$ cat config.mk
export PLATFORM = sky130hd
export DESIGN_NAME = mem_responder
export DESIGN_NICKNAME = d
export VERILOG_FILES = /design/src/rtl/mem_pkg.sv /design/src/rtl/mem_array.sv /design/src/rtl/mem_responder.sv
export SDC_FILE = /design/constraint.sdc
export NUM_CORES = 1
export LEC_CHECK = 0
export BUFFER_PORTS_ARGS = -buffer_cell sky130_fd_sc_hd__clkbuf_2
export CAP_MARGIN = 20
export CORE_MARGIN = 2
export CORE_UTILIZATION = 30
export CTS_CLUSTER_DIAMETER = 60
export CTS_CLUSTER_SIZE = 8
export DETAILED_ROUTE_END_ITERATION = 8
export GPL_ROUTABILITY_DRIVEN = 1
export PLACE_DENSITY = 0.53
export SLEW_MARGIN = 20
export SYNTH_ARGS = -nofsm -noshare
export SYNTH_HDL_FRONTEND = slang
export SYNTH_SLANG_ARGS = --single-unit
$ cat constraint.sdc
create_clock -name clk -period 2.8 [get_ports clk]
set_input_delay 0.56 -clock clk [delete_from_list [all_inputs] [get_ports clk]]
set_output_delay 0.56 -clock clk [all_outputs]
set_load 0.005 [all_outputs]
$ cat src/rtl/mem_pkg.sv
// mem_pkg: shared constants, FSM state type and the parity helper for the
// mem_responder slice. The parity helper is also used by the bench model.
package mem_pkg;

  localparam int ADDR_W    = 5;
  localparam int DATA_W    = 8;
  localparam int MEM_DEPTH = 1 << ADDR_W;

  typedef enum logic {
    MEM_CLEAR = 1'b0,
    MEM_IDLE  = 1'b1
  } mem_state_e;

  // Even parity: the returned bit makes the total count of ones even.
  function automatic logic parity(input logic [DATA_W-1:0] d);
    return ^d;
  endfunction

endpackage

$ cat src/rtl/mem_array.sv
// mem_array: storage for mem_responder. One synchronous write port and one
// registered read port sharing a single address.
//   clk    - clock, all activity on posedge
//   rst_n  - asynchronous active-low reset, clears only the read register
//   we     - write enable, stores wdata at addr
//   re     - read enable, loads rdata from addr
//   addr   - shared access address
//   wdata  - write word (WIDTH bits, includes parity bit when built with it)
//   rdata  - registered read word
module mem_array #(
  parameter int ADDR_W = 5,
  parameter int WIDTH  = 8
) (
  input  logic              clk,
  input  logic              rst_n,
  input  logic              we,
  input  logic              re,
  input  logic [ADDR_W-1:0] addr,
  input  logic [WIDTH-1:0]  wdata,
  output logic [WIDTH-1:0]  rdata
);

  logic [WIDTH-1:0] mem [2**ADDR_W];

  // Contents are never reset; the responder's clear sequence initialises them.
  always_ff @(posedge clk) begin
    if (we) mem[addr] <= wdata;
  end

  always_ff @(posedge clk or negedge rst_n) begin
    if (!rst_n)  rdata <= '0;
    else if (re) rdata <= mem[addr];
  end

endmodule

$ cat src/rtl/mem_responder.sv
// mem_responder: synthesizable responder for the single-cycle read/write
// strobe memory protocol (32 x 8 by default). After reset a clear sequence
// writes CLR_VAL to every word while busy is high; afterwards read/write
// strobes are serviced, with sticky detection of simultaneous strobes.
// Optional feature macro: MEM_PARITY_EN (per-word even parity, error injection
// on write, one-clock parity_err pulse on a mismatching read).
//   clk           - clock, all state changes on posedge
//   rst_n         - asynchronous active-low reset
//   read, write   - access strobes, sampled at posedge
//   addr          - access address
//   data_in       - write data
//   data_out      - registered read data
//   busy          - high while the clear sequence runs (accesses ignored)
//   err_collision - sticky, set when read and write are both high in idle
//   parity_err    - (MEM_PARITY_EN) pulses with data_out on parity mismatch
//   inject_err    - (MEM_PARITY_EN) inverts the stored parity bit on a write
module mem_responder #(
  parameter int                ADDR_W  = 5,
  parameter int                DATA_W  = 8,
  parameter logic [DATA_W-1:0] CLR_VAL = 8'h00
) (
  input  logic              clk,
  input  logic              rst_n,
  input  logic              read,
  input  logic              write,
  input  logic [ADDR_W-1:0] addr,
  input  logic [DATA_W-1:0] data_in,
  output logic [DATA_W-1:0] data_out,
  output logic              busy,
  output logic              err_collision
`ifdef MEM_PARITY_EN
  ,
  output logic              parity_err,
  input  logic              inject_err
`endif
);

  import mem_pkg::*;

`ifdef MEM_PARITY_EN
  localparam int MW = DATA_W + 1;
`else
  localparam int MW = DATA_W;
`endif

  mem_state_e        state, state_nx;
  logic [ADDR_W-1:0] ptr, ptr_nx;
  logic              clearing;
  logic              coll;
  logic              arr_we, arr_re;
  logic [ADDR_W-1:0] arr_addr;
  logic [MW-1:0]     arr_wdata, arr_rdata;

  always_ff @(posedge clk or negedge rst_n) begin
    if (!rst_n) begin
      state <= MEM_CLEAR;
      ptr   <= '0;
    end else begin
      state <= state_nx;
      ptr   <= ptr_nx;
    end
  end

  always_comb begin
    state_nx  = state;
    ptr_nx    = ptr;
    clearing  = 1'b0;
    coll      = 1'b0;
    arr_we    = 1'b0;
    arr_re    = 1'b0;
    arr_addr  = addr;
    arr_wdata = '0;
    case (state)
      MEM_CLEAR: begin
        clearing = 1'b1;
        arr_we   = 1'b1;
        arr_addr = ptr;
        ptr_nx   = ptr + 1'b1;
        if (ptr == {ADDR_W{1'b1}}) state_nx = MEM_IDLE;
`ifdef MEM_PARITY_EN
        arr_wdata = {parity(CLR_VAL), CLR_VAL};
`else
        arr_wdata = CLR_VAL;
`endif
      end
      MEM_IDLE: begin
        // Simultaneous strobes perform no access at all.
        coll   = read & write;
        arr_we = write & ~read;
        arr_re = read & ~write;
`ifdef MEM_PARITY_EN
        arr_wdata = {parity(data_in) ^ inject_err, data_in};
`else
        arr_wdata = data_in;
`endif
      end
      default: state_nx = MEM_CLEAR;
    endcase
  end

  assign busy = clearing;

  always_ff @(posedge clk or negedge rst_n) begin
    if (!rst_n)    err_collision <= 1'b0;
    else if (coll) err_collision <= 1'b1;
  end

  mem_array #(
    .ADDR_W (ADDR_W),
    .WIDTH  (MW)
  ) u_array (
    .clk   (clk),
    .rst_n (rst_n),
    .we    (arr_we),
    .re    (arr_re),
    .addr  (arr_addr),
    .wdata (arr_wdata),
    .rdata (arr_rdata)
  );

  assign data_out = arr_rdata[DATA_W-1:0];

`ifdef MEM_PARITY_EN
  logic vld_p1;

  // ---- stage p1: registered read word available ----
  always_ff @(posedge clk or negedge rst_n) begin
    if (!rst_n) vld_p1 <= 1'b0;
    else        vld_p1 <= arr_re;
  end

  // Qualified by the read-valid flag so the pulse lasts exactly the cycle
  // in which the freshly read word is presented.
  assign parity_err = vld_p1 &
                      (parity(arr_rdata[DATA_W-1:0]) != arr_rdata[DATA_W]);
`endif

endmodule

==> results.md, run 1 <==
- The share of synthesized area in the top cell type comes to 0.7087.
- The worst path required time is 3170 ps.
- The filler-free cell count of the finished design is 1236.
- For this design the top-level I/O count stands at 27.
- On the worst path, the slowest cell contributes a delay of 580 ps.
- Headroom to the max-slew limit came out at 0.3445.
- The worst setup path is captured at a flip-flop.
- Synthesis produced a netlist whose cell count is 623.
- The clock period could shrink to between 2000 and 3000 ps.
- The count of nets after finishing is approximately 760.
- The congestion estimate from routability-driven global placement came to 0.7951.
- The synthesized netlist occupies a cell area of 10850 µm².
- The finished cells cover about 13000 µm².
- The post-place instance area is 12120 µm².
- Data arrives at the worst endpoint at 2980 ps.
- The total routed wire length on the met1 layer is 12540 µm.
- The number of library cell types mapped by synthesis is between 50 and 60.
- For the worst-skew pair, the clock arrives at the later sink with an insertion delay of 520 ps.
- The global-route congestion overflow total is 0.
- The die covers 37690 µm².
- On the critical path, the stage with the largest delay is an instance of sky130_fd_sc_hd__mux4_2.
- The worst setup path is of the reg2reg kind.
- For the pin with the worst max-slew slack, the measured transition is approximately 980 ps.
- The startpoint of the most critical setup path is state.
- The number of antenna diodes in the final layout is 0.
- The buffer depth of the longest clock path is 3.
- In the routed layout, each cell is associated on average with a via count of roughly 5.2.
- After detailed routing, no signal wire sits above met4.
- The post-synthesis register bit count is about 270.
- After floorplanning, the core was divided into between 60 and 70 placement rows.
- The all-layer global routing usage is 0.1532.
- The number of buffer and inverter stages on the critical path is 1.
- The worst-case register-to-register setup slack is 190 ps.
- The flow ran to the end, and the final reports show no timing, DRC or antenna violations.
- The most frequently used flop master after synthesis is sky130_fd_sc_hd__edfxtp_1.
- The pre-antenna-repair detailed-routing pass consisted of 5 iterations.
- Yosys printed 0 warnings.
- In this run the worst path has a maximum fanout of 13.
- Of the total power, the clock network draws 0.466.
- The kind of cell adding the most delay to the critical path is multiplexers.
- Sorting the synthesized cells by how often they occur yields sky130_fd_sc_hd__edfxtp_1 (256), sky130_fd_sc_hd__o21ai_0 (63), sky130_fd_sc_hd__nor2_1 (40).
- After clock tree synthesis, the clock-pin slew on the worst setup and hold paths is ~50 ps.
- The largest net degree at the start of global routing is 33.
- The H-tree depth reported by CTS is 2.
- The die is 194.1 µm wide.
- The cell-internal power is 7311 µW.
- The cell taking the most area after synthesis is sky130_fd_sc_hd__edfxtp_1.
- The tree built by TritonCTS fans out to 271 sinks.
- The final hold violation count was 0.
- The total negative setup slack is 0 ps.
- Summed over all nets, the switching power comes to 1955 µW.
- After detailed routing, the total wire length is 28970 µm.
- The proportion of power drawn by flip-flops and latches is 0.485.
- In the routed design, unresolved DRC markers number 0.
- The routed design uses 14040 µm of met2 wire.
- The count of flip-flops with a built-in enable after synthesis is about 260.
- The max capacitance violation total is 0.
- Following the worst setup path forward leads to its endpoint at u_array.rdata[6].
- The post-route clock period utilization is 0.9321.
- The count of nets left with antenna violations once routing finished came out at 0.
- The number of input and output port buffers inserted is 26.
- Static timing analysis puts the maximum clock frequency at 383.2 MHz.
- The mean routed wirelength per cell is ~23 µm.
- In this run the static leakage power is 0.004363 µW.
- In this run the critical register-to-register path is launched from state.
- The number of instances in the placed design is approximately 1200.
- The net count of the mapped netlist is roughly 640.
- The capture instance of the worst register-to-register path is u_array.rdata[6].
- From synthesis to final layout, the design area changed by 22.30%.
- Ranked by total cell area, the synthesized netlist is headed by sky130_fd_sc_hd__edfxtp_1 (71%), sky130_fd_sc_hd__mux4_2 (7.9%), sky130_fd_sc_hd__dfrtp_1 (3.5%).
- Of the total power, the share spent switching nets is 0.2110.
- The initial utilization of the core area, before any placement, comes to 0.3049.
- TritonCTS built the clock tree.
- The detailed route wirelength on metal3 is 1861 µm.
- Counting the buffers created by CTS gives 39.
- By instance count, the leading cell after synthesis is sky130_fd_sc_hd__edfxtp_1.
- The number of global-route vias before repair is 6352.
- Across the routed clock network, the largest skew measured is 14.35 ps.
- Of the total power, combinational logic draws 0.049.
- Setup violations remaining at the end of the flow were counted as 0.
- The fraction of final layout cells with drive strength greater than 1 is 0.2619.
- The final route contains 6403 vias.
- In this run the worst hold path is classified as in2async.
- After the first detailed-routing iteration, the DRC count stood at 726.
- The half-perimeter wire length after detailed placement is ~19000 µm.
- The number of max-slew violations in the final report was 0.
- The clock root buffer is sky130_fd_sc_hd__clkbuf_16.
- The share of async-settable or async-resettable flops after synthesis is 0.05535.
- The total power divided by cell area is 698.5 nW/µm².
- The kind of start point of the critical path is a flip-flop.
- Measured in cells, the most critical reg-to-reg path has a length of 6.
- The worst-case IR drop observed on VDD is 0.3572 mV.
- After synthesis, the mean cell area works out to 17.41 µm².
- The sequential-to-total area share from yosys stat is 0.7433.
- The layout filler cell count is around 3300.
- Setup repair after global routing left no endpoint under its margin.
- The region available for standard cell placement spans 35570 µm².
- In this run the number of cells on the critical path is 6.
- Traced cell by cell, the critical path runs through mux2_4, buf_12, mux4_2, a22o_1, nor3_1, a31oi_1.
- The initial antenna violation count is 0.
- The vertical die dimension is between 150 and 200 µm.
- The first-pass GRT wire length is 42790 µm.
sequential cells by signal, indices dropped and copies added (netlist names):
signal         count
u_array.rdata      8
u_array.mem      256
state              1
ptr                5
err_collision      1
cell families after synthesis:
family	Yosys count	synth area share
flip-flops	271	0.7433
AO/OA/AOI/OAI	138	0.08352
AND/OR/NAND/NOR	113	0.05122
multiplexers	62	0.1021
buffers and inverters	34	0.01511
XOR/XNOR	3	0.002423
adder cells (fa/ha/maj)	2	0.002307
worst min path at each step:
stage | startpoint | endpoint | slack, ps | depth (start not counted)
floorplan | rst_n | err_collision | 260 | 0
CTS | rst_n | err_collision | 30 | 1
global route | rst_n | err_collision | 30 | 1
global placement | err_collision | err_collision | 490 | 1
finish | rst_n | err_collision | 20 | 1
detailed placement | err_collision | err_collision | 500 | 1
power groups by stage:
stage | clock network [µW] | registers (µW) | logic [µW]
final | 4320 | 4490 | 453
after global routing | 4580 | 4490 | 487
after CTS | 4400 | 4490 | 456
after detailed placement | 0 | 4570 | 455
after global placement | 0 | 4570 | 452
after floorplan | 0 | 4560 | 231
routing by layer:
metal  global-route usage  vias to the layer above
li1                     -                     2792
met1               0.2115                     3342
met2               0.2462                      231
met3              0.03357                       38
met4              0.03844                        0
met5                    0                        -
cell usage in the layout, fill, tap and decap left out, types with 9 or more instances in the layout:
master and count:
sky130_fd_sc_hd__nand2_1 18, sky130_fd_sc_hd__nor2_1 40, sky130_fd_sc_hd__mux2i_1 18, sky130_fd_sc_hd__edfxtp_1 256, sky130_fd_sc_hd__o21ai_0 63, sky130_fd_sc_hd__a2111oi_0 10
sky130_fd_sc_hd__and2_1 9, sky130_fd_sc_hd__nor3_1 12, sky130_fd_sc_hd__clkbuf_1 30, sky130_fd_sc_hd__clkbuf_2 26, sky130_fd_sc_hd__buf_4 80, sky130_fd_sc_hd__mux4_2 38
sky130_fd_sc_hd__a41oi_1 16, sky130_fd_sc_hd__clkbuf_16 40, sky130_fd_sc_hd__dfrtp_1 15
metrics by stage:
stage          power [µW]  hold slack, ps  setup WS, ps    util
2_1_floorplan        4786           264.4         247.2       -
3_3_place_gp         5020           488.4         36.64  0.3407
3_5_place_dp         5023           503.3         11.92  0.3407
4_1_cts              9352           25.08         113.3  0.3727
5_1_grt              9554           34.52         29.81  0.3729
6_report             9266           18.60         190.2  0.3729
layout make-up:
class | instances | area, µm² | area share
sequential | 271 | 8063 | 0.6078
clock buffer | 70 | 1114 | 0.08395
timing repair buffer | 112 | 850.8 | 0.06414
multi-input combinational | 318 | 2629 | 0.1982
clock inverter | 2 | 25.02 | 0.001886
inverter | 2 | 7.507 | 0.0005659
tap | 461 | 576.8 | 0.04348
what timing repair did:
action                     in CTS  in global routing
hold buffers                    0                  0
buffers inserted                0                  0
hold endpoints to repair        0                  0
resized for setup               0                  2
setup endpoints to repair       0                  1
Power figures use the tool's default switching activity.
==> inputs of run 2 (changes only) <==
--- a/config.mk
+++ b/config.mk
@@ -9,11 +9,13 @@
 export CAP_MARGIN = 20
 export CORE_MARGIN = 2
 export CORE_UTILIZATION = 30
+export CTS_BUF_LIST = sky130_fd_sc_hd__clkbuf_2 sky130_fd_sc_hd__clkbuf_4 sky130_fd_sc_hd__clkbuf_8
 export CTS_CLUSTER_DIAMETER = 60
 export CTS_CLUSTER_SIZE = 8
 export DETAILED_ROUTE_END_ITERATION = 8
 export GPL_ROUTABILITY_DRIVEN = 1
 export PLACE_DENSITY = 0.53
+export SKIP_LAST_GASP = 1
 export SLEW_MARGIN = 20
 export SYNTH_ARGS = -nofsm -noshare
 export SYNTH_HDL_FRONTEND = slang
==> run 2 against run 1 <==
Effect of this change:
- combinational power about the same
- first-iteration DRC count decreased by 8.8%
- final cell count about the same
==> results.md, run 2 (synthesized netlist as in run 1, its figures left out) <==
- The mean routed wirelength per cell is 23.36 µm (was 23.44 µm).
- The filler-free cell count of the finished design came to 1237 (was 1236).
- The total power divided by cell area is 629.1 nW/µm² (was 698.5 nW/µm²).
- RSZ-0062 raised after global routing: false (unchanged).
- The number of max-slew violations in the final report was 0 (unchanged).
- The area of the die is 37690 µm² (unchanged).
- The commonest non-fill, non-tap cell in the layout is sky130_fd_sc_hd__edfxtp_1 (unchanged).
- The clock sink total is 271 (unchanged).
- The number of instances in the placed design came to 1164 (unchanged).
- The worst hold margin is 307.5 ps (was 18.60 ps).
- The slew at the pin closest to its max-slew limit is 992.1 ps (was 980.2 ps).
- The number of iterations in the first detailed-routing pass is 6 (was 5).
- The critical path data arrival time is 3020 ps (was 2980 ps).
- The core area is 35570 µm² (unchanged).
- The number of core rows is 69 (unchanged).
- The layout overhead on the synthesized area was 19.19% (was 22.30%).
- The latest clock arrival within the worst-skew pair was 550 ps (was 520 ps).
- The count of nets after finishing is 764 (was 763).
- The leakage power total was 0.004257 µW (was 0.004363 µW).
- The clock tree skew after final layout is 29.35 ps (was 14.35 ps).
- The layout filler cell count is 3381 (was 3345).
- The worst path required time is 3190 ps (was 3170 ps).
- The max capacitance violation total is 0 (unchanged).
- The via count came to 6412 (was 6403).
- Top flop regs: u_array.mem (256), u_array.rdata (8), ptr (5) (unchanged).
- The flip-flop count of the largest register, all copies and words added is 256 (unchanged).
- The detailed-route wire length is 28900 µm (was 28970 µm).
- The post-detailed-route via-to-cell ratio is 5.184 (was 5.180).
- The final setup violation count is 0 (unchanged).
- Result of the run: completed (unchanged).
- The fraction of final layout cells with drive strength greater than 1 is 0.3003 (was 0.2619).
- The die width is 194.1 µm (unchanged).
- The post-route clock period utilization is 0.9407 (was 0.9321).
- The type of the worst min-delay path was in2reg (was in2async).
- The clock tree from TritonCTS is built (unchanged).
- The initial antenna violation count is 0 (unchanged).
- The clock buffer count from CTS is 39 (unchanged).
- The number of global-route vias before repair is 6349 (was 6352).
- The final hold violation count is 0 (unchanged).
- The kind of start point of the critical path was a flip-flop (unchanged).
- The type of the setup path with the least slack was reg2reg (unchanged).
- The number of nets with antenna violations after detailed routing is 0 (unchanged).
- The critical path endpoint category is a flip-flop (unchanged).
- The first-pass GRT wire length is 42590 µm (was 42790 µm).
- The H-tree depth reported by CTS is 2 (unchanged).
- The power after layout is 8133 µW (was 9266 µW).
- The number of input and output port buffers inserted is 26 (unchanged).
- The largest net degree at the start of global routing came to 33 (unchanged).
- The clock root buffer is sky130_fd_sc_hd__clkbuf_8 (was sky130_fd_sc_hd__clkbuf_16).
- The global placer's final weighted congestion was 0.7951 (unchanged).
- The all-layer global routing usage is 0.1523 (was 0.1532).
- The number of top-level design ports is 27 (unchanged).
- The peak supply drop was 0.2435 mV (was 0.3572 mV).
- The half-perimeter wire length after detailed placement is 19010 µm (unchanged).
- The buffer depth of the longest clock path is 3 (unchanged).
- The peak clock frequency supported by timing is 379.7 MHz (was 383.2 MHz).
- The global-route congestion overflow total is 0 (unchanged).
- The post-CTS repair timing setup buffer count came to 0 (unchanged).
- The clock edge transition at the registers on the reported setup and hold paths is 70 ps (was 50 ps).
- The final critical path time including I/O delays and setup is 2634 ps (was 2610 ps).
- The antenna cell count is 0 (unchanged).
- The vertical die dimension was 194.1 µm (unchanged).
- The total negative setup slack is 0 ps (unchanged).
- The highest fanout seen on the critical path is 13 (unchanged).
- The core occupancy in the finished layout is 0.3635 (was 0.3729).
- The register with the most flip-flops is u_array.mem (unchanged).
- The number of DRC violations after detailed routing is 0 (unchanged).
- Most frequent cells in the layout: sky130_fd_sc_hd__edfxtp_1 (256), sky130_fd_sc_hd__buf_4 (80), sky130_fd_sc_hd__o21ai_0 (63) (unchanged).
- The worst-case headroom to the max-slew limit was 0.3386 (was 0.3445).
- The number of DRC markers in iteration 0 came to 662 (was 726).
- The initial core utilization is 0.3049 (unchanged).
==> run 2: cell types whose count changed in the layout (fill, tap and decap cells not counted) <==
cell,previous run,this run
sky130_fd_sc_hd__clkbuf_1,30,0
sky130_fd_sc_hd__clkbuf_16,40,0
sky130_fd_sc_hd__clkbuf_4,0,30
sky130_fd_sc_hd__clkinvlp_4,0,1
sky130_fd_sc_hd__dlygate4sd3_1,0,1
sky130_fd_sc_hd__clkinv_8,1,0
sky130_fd_sc_hd__clkbuf_8,0,40
==> run 2: final cells by class <==
type,count,area (µm²),share of cell area
clock buffers,70,775.7,0.06000
flip-flops and latches,271,8063,0.6236
clock inverters,2,16.27,0.001258
multi-input cells,318,2629,0.2033
repair buffers,113,860.8,0.06658
inverters,2,7.507,0.0005807
well taps,461,576.8,0.04461
==> run 2: layer usage <==
layer | share of wire | vias to the layer above | GRT usage
met1 | 0.44 | 3342 | 0.2109
met2 | 0.48 | 238 | 0.2459
met5 | 0 | - | 0
met4 | 0.020 | 0 | 0.03648
li1 | - | 2792 | -
met3 | 0.064 | 40 | 0.03201
==> run 2: path summary, 6_finish.rpt <==
check	from	to	slack (ps)	cells after the start
min in group asynchronous	rst_n	err_collision	520	2
min	write	err_collision	310	3
max reg2reg	state	u_array.rdata[6]	170	6
min reg2reg	err_collision	err_collision	520	1
max	state	u_array.rdata[6]	170	6
max in group asynchronous	rst_n	u_array.rdata[6]	1880	2
==> run 2: metrics by stage <==
stage,worst slack [ps],area (µm²)
5_1_grt,49.31,12930
3_3_place_gp,36.64,12120
6_report,166.0,12930
4_1_cts,108.7,12920
2_1_floorplan,247.2,10850
3_5_place_dp,11.92,12120
==> run 2: where the power goes <==
group          internal, µW  switching, µW
Clock                  1730           1470
Sequential             4460           24.5
Combinational           174            281
==> run 2: repair_timing <==
item / in CTS / in global routing
endpoints found under the hold margin: 4 / 0
endpoints found under the setup margin: 0 / 1
gates resized for setup: 0 / 2
hold buffers: 1 / 0
==> run 2: worst max-delay path: stages, from the launching register on <==
cell and delay, ps:
sky130_fd_sc_hd__dfrtp_1 480, sky130_fd_sc_hd__mux2_4 450, sky130_fd_sc_hd__buf_12 220, sky130_fd_sc_hd__mux4_2 580, sky130_fd_sc_hd__a22o_1 250, sky130_fd_sc_hd__nor3_1 370
sky130_fd_sc_hd__a31oi_1 130
